File: config.mk
export PLATFORM = sky130hd
export DESIGN_NAME = gbm_path_sequencer
export DESIGN_NICKNAME = d
export VERILOG_FILES = /design/src/rtl/fpga_cfg_pkg.sv /design/src/rtl/gbm_tag_fifo.sv /design/src/rtl/gbm_path_sequencer.sv
export SDC_FILE = /design/constraint.sdc
export NUM_CORES = 1
export LEC_CHECK = 0
export ABC_AREA = 1
export BUFFER_PORTS_ARGS = -buffer_cell sky130_fd_sc_hd__buf_2
export CORE_MARGIN = 5
export CORE_UTILIZATION = 55
export CTS_BUF_LIST = sky130_fd_sc_hd__clkbuf_4
export DETAILED_ROUTE_END_ITERATION = 8
export PLACE_DENSITY = 0.79
export RECOVER_POWER = 100
export REMOVE_ABC_BUFFERS = 1
export SLEW_MARGIN = 10
export SYNTH_ARGS = -nofsm -noshare
export SYNTH_HDL_FRONTEND = slang
export SYNTH_HIERARCHICAL = 1
export SYNTH_SLANG_ARGS = --single-unit
File: constraint.sdc
create_clock -name clk -period 10.2 [get_ports clk]
set_input_delay 1.53 -clock clk [delete_from_list [all_inputs] [get_ports clk]]
set_output_delay 1.53 -clock clk [all_outputs]
set_load 0.02 [all_outputs]
File: src/rtl/fpga_cfg_pkg.sv
// fpga_cfg_pkg: shared fixed-point config, width helpers and sequencer types
package fpga_cfg_pkg;
  localparam int FP_WIDTH = 32;
  localparam int FP_QFRAC = 16;
  localparam int GBM_N_PATHS = 1024;
  localparam int GBM_N_STEPS = 50;
  function automatic int path_w(input int n_paths);
    return (n_paths > 1) ? $clog2(n_paths) : 1;
  endfunction
  function automatic int step_w(input int n_steps);
    return $clog2(n_steps + 1);
  endfunction
  typedef struct packed {
    logic [path_w(GBM_N_PATHS)-1:0] path;
    logic [step_w(GBM_N_STEPS)-1:0] step;
  } gbm_tag_t;
  typedef enum logic [1:0] {SEQ_IDLE, SEQ_RUN, SEQ_DRAIN} seq_state_t;
endpackage

File: src/rtl/gbm_tag_fifo.sv
// gbm_tag_fifo: in-order tag FIFO mirroring the GBM lane contents
module gbm_tag_fifo #(
  parameter int W = 8,
  parameter int DEPTH = 16
) (
  input  logic         clk,
  input  logic         rst_n,
  input  logic         push,
  input  logic [W-1:0] din,
  input  logic         pop,
  output logic [W-1:0] dout,
  output logic         empty,
  output logic         full
);
  localparam int AW = $clog2(DEPTH);
  localparam int PW = AW + 1;
  logic [W-1:0] mem [DEPTH];
  logic [AW:0] wr_ptr, rd_ptr;
  assign empty = wr_ptr == rd_ptr;
  assign full = wr_ptr == {~rd_ptr[AW], rd_ptr[AW-1:0]};
  assign dout = mem[rd_ptr[AW-1:0]];
  // storage write, no reset needed since pointers gate visibility
  always_ff @(posedge clk)
    if (push && !full) mem[wr_ptr[AW-1:0]] <= din;
  // pointer update; extra MSB distinguishes full from empty
  always_ff @(posedge clk or negedge rst_n)
    if (!rst_n) begin
      wr_ptr <= '0;
      rd_ptr <= '0;
    end else begin
      wr_ptr <= wr_ptr + PW'(push && !full);
      rd_ptr <= rd_ptr + PW'(pop && !empty);
    end
endmodule

File: src/rtl/gbm_path_sequencer.sv
// gbm_path_sequencer: launches and recirculates Monte-Carlo paths through one GBM lane
module gbm_path_sequencer import fpga_cfg_pkg::*; #(
  parameter int WIDTH = FP_WIDTH,
  parameter int QFRAC = FP_QFRAC,
  parameter int N_PATHS = 1024,
  parameter int N_STEPS = 50,
  parameter int MAX_INFLIGHT = 16,
  localparam int PATH_W = path_w(N_PATHS),
  localparam int STEP_W = step_w(N_STEPS)
) (
  input  logic              clk,
  input  logic              rst_n,
  input  logic              start,
  input  logic [WIDTH-1:0]  S0,
  input  logic [WIDTH-1:0]  r,
  input  logic [WIDTH-1:0]  sigma,
  input  logic [WIDTH-1:0]  dt,
  input  logic              z_valid,
  output logic              z_ready,
  input  logic [WIDTH-1:0]  z,
  output logic              gbm_valid,
  input  logic              gbm_ready,
  output logic [WIDTH-1:0]  gbm_z,
  output logic [WIDTH-1:0]  gbm_S,
  output logic [WIDTH-1:0]  gbm_r,
  output logic [WIDTH-1:0]  gbm_sigma,
  output logic [WIDTH-1:0]  gbm_dt,
  input  logic              res_valid,
  output logic              res_ready,
  input  logic [WIDTH-1:0]  res_S,
  output logic              out_valid,
  input  logic              out_ready,
  output logic [WIDTH-1:0]  out_S,
  output logic [PATH_W-1:0] out_path,
  output logic [STEP_W-1:0] out_step,
  output logic              busy,
  output logic              done
);
  localparam int CNT_W = PATH_W + 1;
  localparam int IF_W = $clog2(MAX_INFLIGHT) + 1;
  localparam int TAG_W = PATH_W + STEP_W;
  if (QFRAC >= WIDTH) begin : g_bad_qfrac
    $error("gbm_path_sequencer: QFRAC must be below WIDTH");
  end
  seq_state_t state, state_n;
  logic [CNT_W-1:0] new_path, finished;
  logic [IF_W-1:0] inflight;
  logic [WIDTH-1:0] s0_q, recirc_s;
  logic [PATH_W-1:0] recirc_path, head_path;
  logic [STEP_W-1:0] recirc_step, head_step, next_step;
  logic [TAG_W-1:0] issue_tag, head_tag;
  logic recirc_valid, locked, lock_recirc, sel_recirc, new_avail;
  logic gbm_fire, recirc_fire, new_fire, res_fire, last, start_ok, tag_empty, tag_full;
  assign start_ok = state == SEQ_IDLE && start;
  assign busy = state != SEQ_IDLE;
  assign new_avail = state == SEQ_RUN && inflight < IF_W'(MAX_INFLIGHT);
  assign sel_recirc = locked ? lock_recirc : recirc_valid;
  assign gbm_valid = z_valid && (sel_recirc ? recirc_valid : new_avail);
  assign gbm_fire = gbm_valid && gbm_ready;
  assign z_ready = gbm_fire;
  assign recirc_fire = gbm_fire && sel_recirc;
  assign new_fire = gbm_fire && !sel_recirc;
  assign gbm_S = sel_recirc ? recirc_s : s0_q;
  assign gbm_z = z;
  assign issue_tag = sel_recirc ? {recirc_path, recirc_step} : {new_path[PATH_W-1:0], STEP_W'(0)};
  assign {head_path, head_step} = head_tag;
  assign next_step = head_step + 1'b1;
  assign last = next_step == STEP_W'(N_STEPS);
  assign res_ready = !tag_empty && (!out_valid || out_ready) && (last || !recirc_valid || recirc_fire);
  assign res_fire = res_valid && res_ready;
  assign done = busy && finished == CNT_W'(N_PATHS) && out_valid && out_ready;
  gbm_tag_fifo #(.W(TAG_W), .DEPTH(MAX_INFLIGHT)) u_tag_fifo (
    .clk   (clk),
    .rst_n (rst_n),
    .push  (gbm_fire),
    .din   (issue_tag),
    .pop   (res_fire),
    .dout  (head_tag),
    .empty (tag_empty),
    .full  (tag_full)
  );
  // run FSM state register
  always_ff @(posedge clk or negedge rst_n)
    if (!rst_n) state <= SEQ_IDLE;
    else state <= state_n;
  // drain begins as the last path launches; idle once its final sample leaves
  always_comb begin
    state_n = done ? SEQ_IDLE :
              start_ok ? SEQ_RUN :
              (new_fire && new_path == CNT_W'(N_PATHS - 1)) ? SEQ_DRAIN : state;
  end
  // run parameters and path counters, cleared on an accepted start
  always_ff @(posedge clk or negedge rst_n)
    if (!rst_n) begin
      s0_q <= '0;
      gbm_r <= '0;
      gbm_sigma <= '0;
      gbm_dt <= '0;
      new_path <= '0;
      finished <= '0;
      inflight <= '0;
    end else if (start_ok) begin
      s0_q <= S0;
      gbm_r <= r;
      gbm_sigma <= sigma;
      gbm_dt <= dt;
      new_path <= '0;
      finished <= '0;
      inflight <= '0;
    end else begin
      new_path <= new_path + CNT_W'(new_fire);
      finished <= finished + CNT_W'(res_fire && last);
      inflight <= inflight + IF_W'(new_fire) - IF_W'(res_fire && last);
    end
  // hold source choice while an offered issue is stalled so the payload stays put
  always_ff @(posedge clk or negedge rst_n)
    if (!rst_n) begin
      locked <= 1'b0;
      lock_recirc <= 1'b0;
    end else begin
      locked <= gbm_valid && !gbm_ready;
      lock_recirc <= sel_recirc;
    end
  // single-entry recirculation register for non-final step results
  always_ff @(posedge clk or negedge rst_n)
    if (!rst_n) begin
      recirc_valid <= 1'b0;
      recirc_s <= '0;
      recirc_path <= '0;
      recirc_step <= '0;
    end else if (res_fire && !last) begin
      recirc_valid <= 1'b1;
      recirc_s <= res_S;
      recirc_path <= head_path;
      recirc_step <= next_step;
    end else if (recirc_fire) recirc_valid <= 1'b0;
  // output register toward the path buffer
  always_ff @(posedge clk or negedge rst_n)
    if (!rst_n) begin
      out_valid <= 1'b0;
      out_S <= '0;
      out_path <= '0;
      out_step <= '0;
    end else if (res_fire) begin
      out_valid <= 1'b1;
      out_S <= res_S;
      out_path <= head_path;
      out_step <= next_step;
    end else if (out_ready) out_valid <= 1'b0;
  // the lane is in order, so a result without a pending tag is a protocol error
  a_res_tag: assert property (@(posedge clk) disable iff (!rst_n) !(res_valid && tag_empty));
  a_no_overflow: assert property (@(posedge clk) disable iff (!rst_n) !(gbm_fire && tag_full));
endmodule

==> run_results.csv <==
group,metric,value,unit
timing,finClkSkew,0.07077,ns
global_routing,antenna_found_initial,7,
floorplanning,rows,75,
layout,nets,3137,
floorplanning,die_x,214.9,µm
layout,area_growth,13.58,%
layout,postLayoutCellArea,26220,µm²
setup_path,crit_path_end_kind,"flop",
timing,slew_headroom,-2.783,
route,finalWirelength,62010,µm
setup_path,worstPathArrival,8.72,ns
placement,placed_cell_area,24880,µm²
pwr,vdd_drop_max,0.00009557,V
global_routing,grt_pass1_wl,99110,µm
cts,cts_made_buffers,135,
cts,cts_hold_buf,0,
setup_path,critical_path_class,"input pin to flop",
synth,netlist_instances,2566,
route,post_drt_wl_per_cell,17.42,µm
cts,cts.sinks,523,
synth,synth_warnings,6,
route,ant_nets,0,
floorplanning,die_h,214.9,µm
setup_path,critPathMaxFanout,90,
floorplanning,die_area,46160,µm²
pwr,powerDensity,157.1,nW/µm²
timing,clock.fmax,124.5,MHz
route,drc,0,
timing,timing.final.setup_violations,0,
placement,dp_hpwl,39200,µm
floorplanning,boundaryPins,413,
global_routing,grt_pass1_vias,19280,
timing,setup-tns-final,0,ns
setup_path,worstPathRequired,10.89,ns
route,viasPerCell,5.236,
min_path,hp-class,"flop to flop",
cts,htree_levels,4,
layout,fill_cells,3527,
placement,io_buffers,348,
floorplanning,initial_utilization,0.5527,
route,drt_iter0_markers,1696,
status,violations,"max-capacitance violations, max-slew violations",
synth,syn-cell-area,23080,µm²
timing,finalCriticalPeriod,8.030,ns
cts,post_cts_buffers,0,
route,firstDrtPassIters,6,
route,num_vias,18630,
timing,rsz0062_at_grt,"no",
setup_path,startpoint_type,"input pin",
timing,worst_pin_slew,5.674,ns
cts,cts_tree,"done",
synth,avgSynthCellArea,8.995,µm²
placement,globalplace.congestion,0.8898,
timing,finalMaxSlewViolations,750,
pwr,total_power,4.118,mW
status,status,"complete, but fails checks",
cts,clk_latency,0.83,ns
flow_run,cap_viol_max_count,19,
floorplanning,core,41760,µm²
timing,finalHoldViolCount,0,
timing,min_period_over_period,0.7873,
cts,clockBufferDepth,3,
global_routing,gr-total-overflow,0,
cts,cts_root_buf,"clkbuf_4",
global_routing,grt_max_degree,162,
cts,ctsResizeCount,0,
pwr,leakagePower,13.36,nW
layout,layout-drive-gt1-share,0.1351,
cts,clkTransAtPathRegs,0.06,ns
global_routing,track_usage,0.2667,
[cell type report]
type / count / area, µm² / area share
Antenna cell: 7 / 17.52 / 0.0006682
Sequential cell: 523 / 14370 / 0.5483
Tap cell: 539 / 674.4 / 0.02573
Multi-Input combinational cell: 1533 / 6462 / 0.2465
Clock inverter: 25 / 173.9 / 0.006634
Clock buffer: 203 / 1524 / 0.05813
Timing Repair Buffer: 372 / 1647 / 0.06281
Inverter: 357 / 1343 / 0.05121
[where the power goes]
part / switching (mW) / internal, mW
Sequential: 0.00701 / 2.21
Combinational: 0.0717 / 0.0437
Clock: 0.830 / 0.956
[routing by layer]
| metal | track usage | part of all wire |
|---|---|---|
| met1 | 0.3321 | 0.39 |
| met2 | 0.4346 | 0.48 |
| met3 | 0.07853 | 0.096 |
| met4 | 0.1202 | 0.037 |
| met5 | 0.008333 | 0 |
[through the flow]
stage          setup slack, ns    util  cells  hold WS, ns
3_5_place_dp             3.772  0.5959   3323       0.4539
5_1_grt                  1.601  0.6278   3559       0.4869
2_1_floorplan            2.314       -   2413       0.4492
4_1_cts                  2.849  0.6366   3551       0.4688
3_3_place_gp             3.936  0.5959   3323       0.4495
6_report                 2.170  0.6278   3559       0.4664
[critical path: stages]
cell and delay [ns]:
buf_2 0.08, nand2_1 1.26, clkinvlp_2 1.40, clkbuf_1 1.23, clkbuf_1 2.68, nand2_1 0.24
nand2_1 0.18
[layout by cell type, fill, tap and decap left out, drive strengths merged]
cell type / n
nor2: 68
xor2: 6
dfrtp: 267
clkinv: 16
ha: 15
a21oi: 17
edfxtp: 256
bufinv: 2
buf: 174
nor3: 6
a31oi: 1
a211oi: 1
clkbuf: 401
clkinvlp: 6
o21bai: 1
diode: 7
nand3: 180
nor3b: 2
nand4: 53
xnor2: 3
fa: 1
inv: 358
o21ai: 61
nand2: 1116
nor4: 1
o21a: 1
[flip-flops by register name, summed over array words and instances, names as in the netlist, 6 cells and up]
register        count
out_path           10
out_S              32
finished           11
new_path           11
recirc_path        10
u_tag_fifo/mem    256
recirc_step         6
gbm_r              32
s0_q               32
out_step            6
recirc_s           32
gbm_dt             32
gbm_sigma          32
[final timing paths]
check                             from            end  slack [ns]  depth (start not counted)
max in group asynchronous        rst_n  gbm_sigma[31]        4.17                          1
setup reg to reg              state[0]      gbm_r[26]        2.39                          7
min in group asynchronous        rst_n      gbm_r[19]        2.82                          1
hold / removal             out_path[8]    out_path[8]        0.47                          2
hold reg to reg            out_path[8]    out_path[8]        0.47                          2
setup / recovery                 start      gbm_r[26]        2.17                          7
Note: power is estimated with default switching activity, not from simulation.
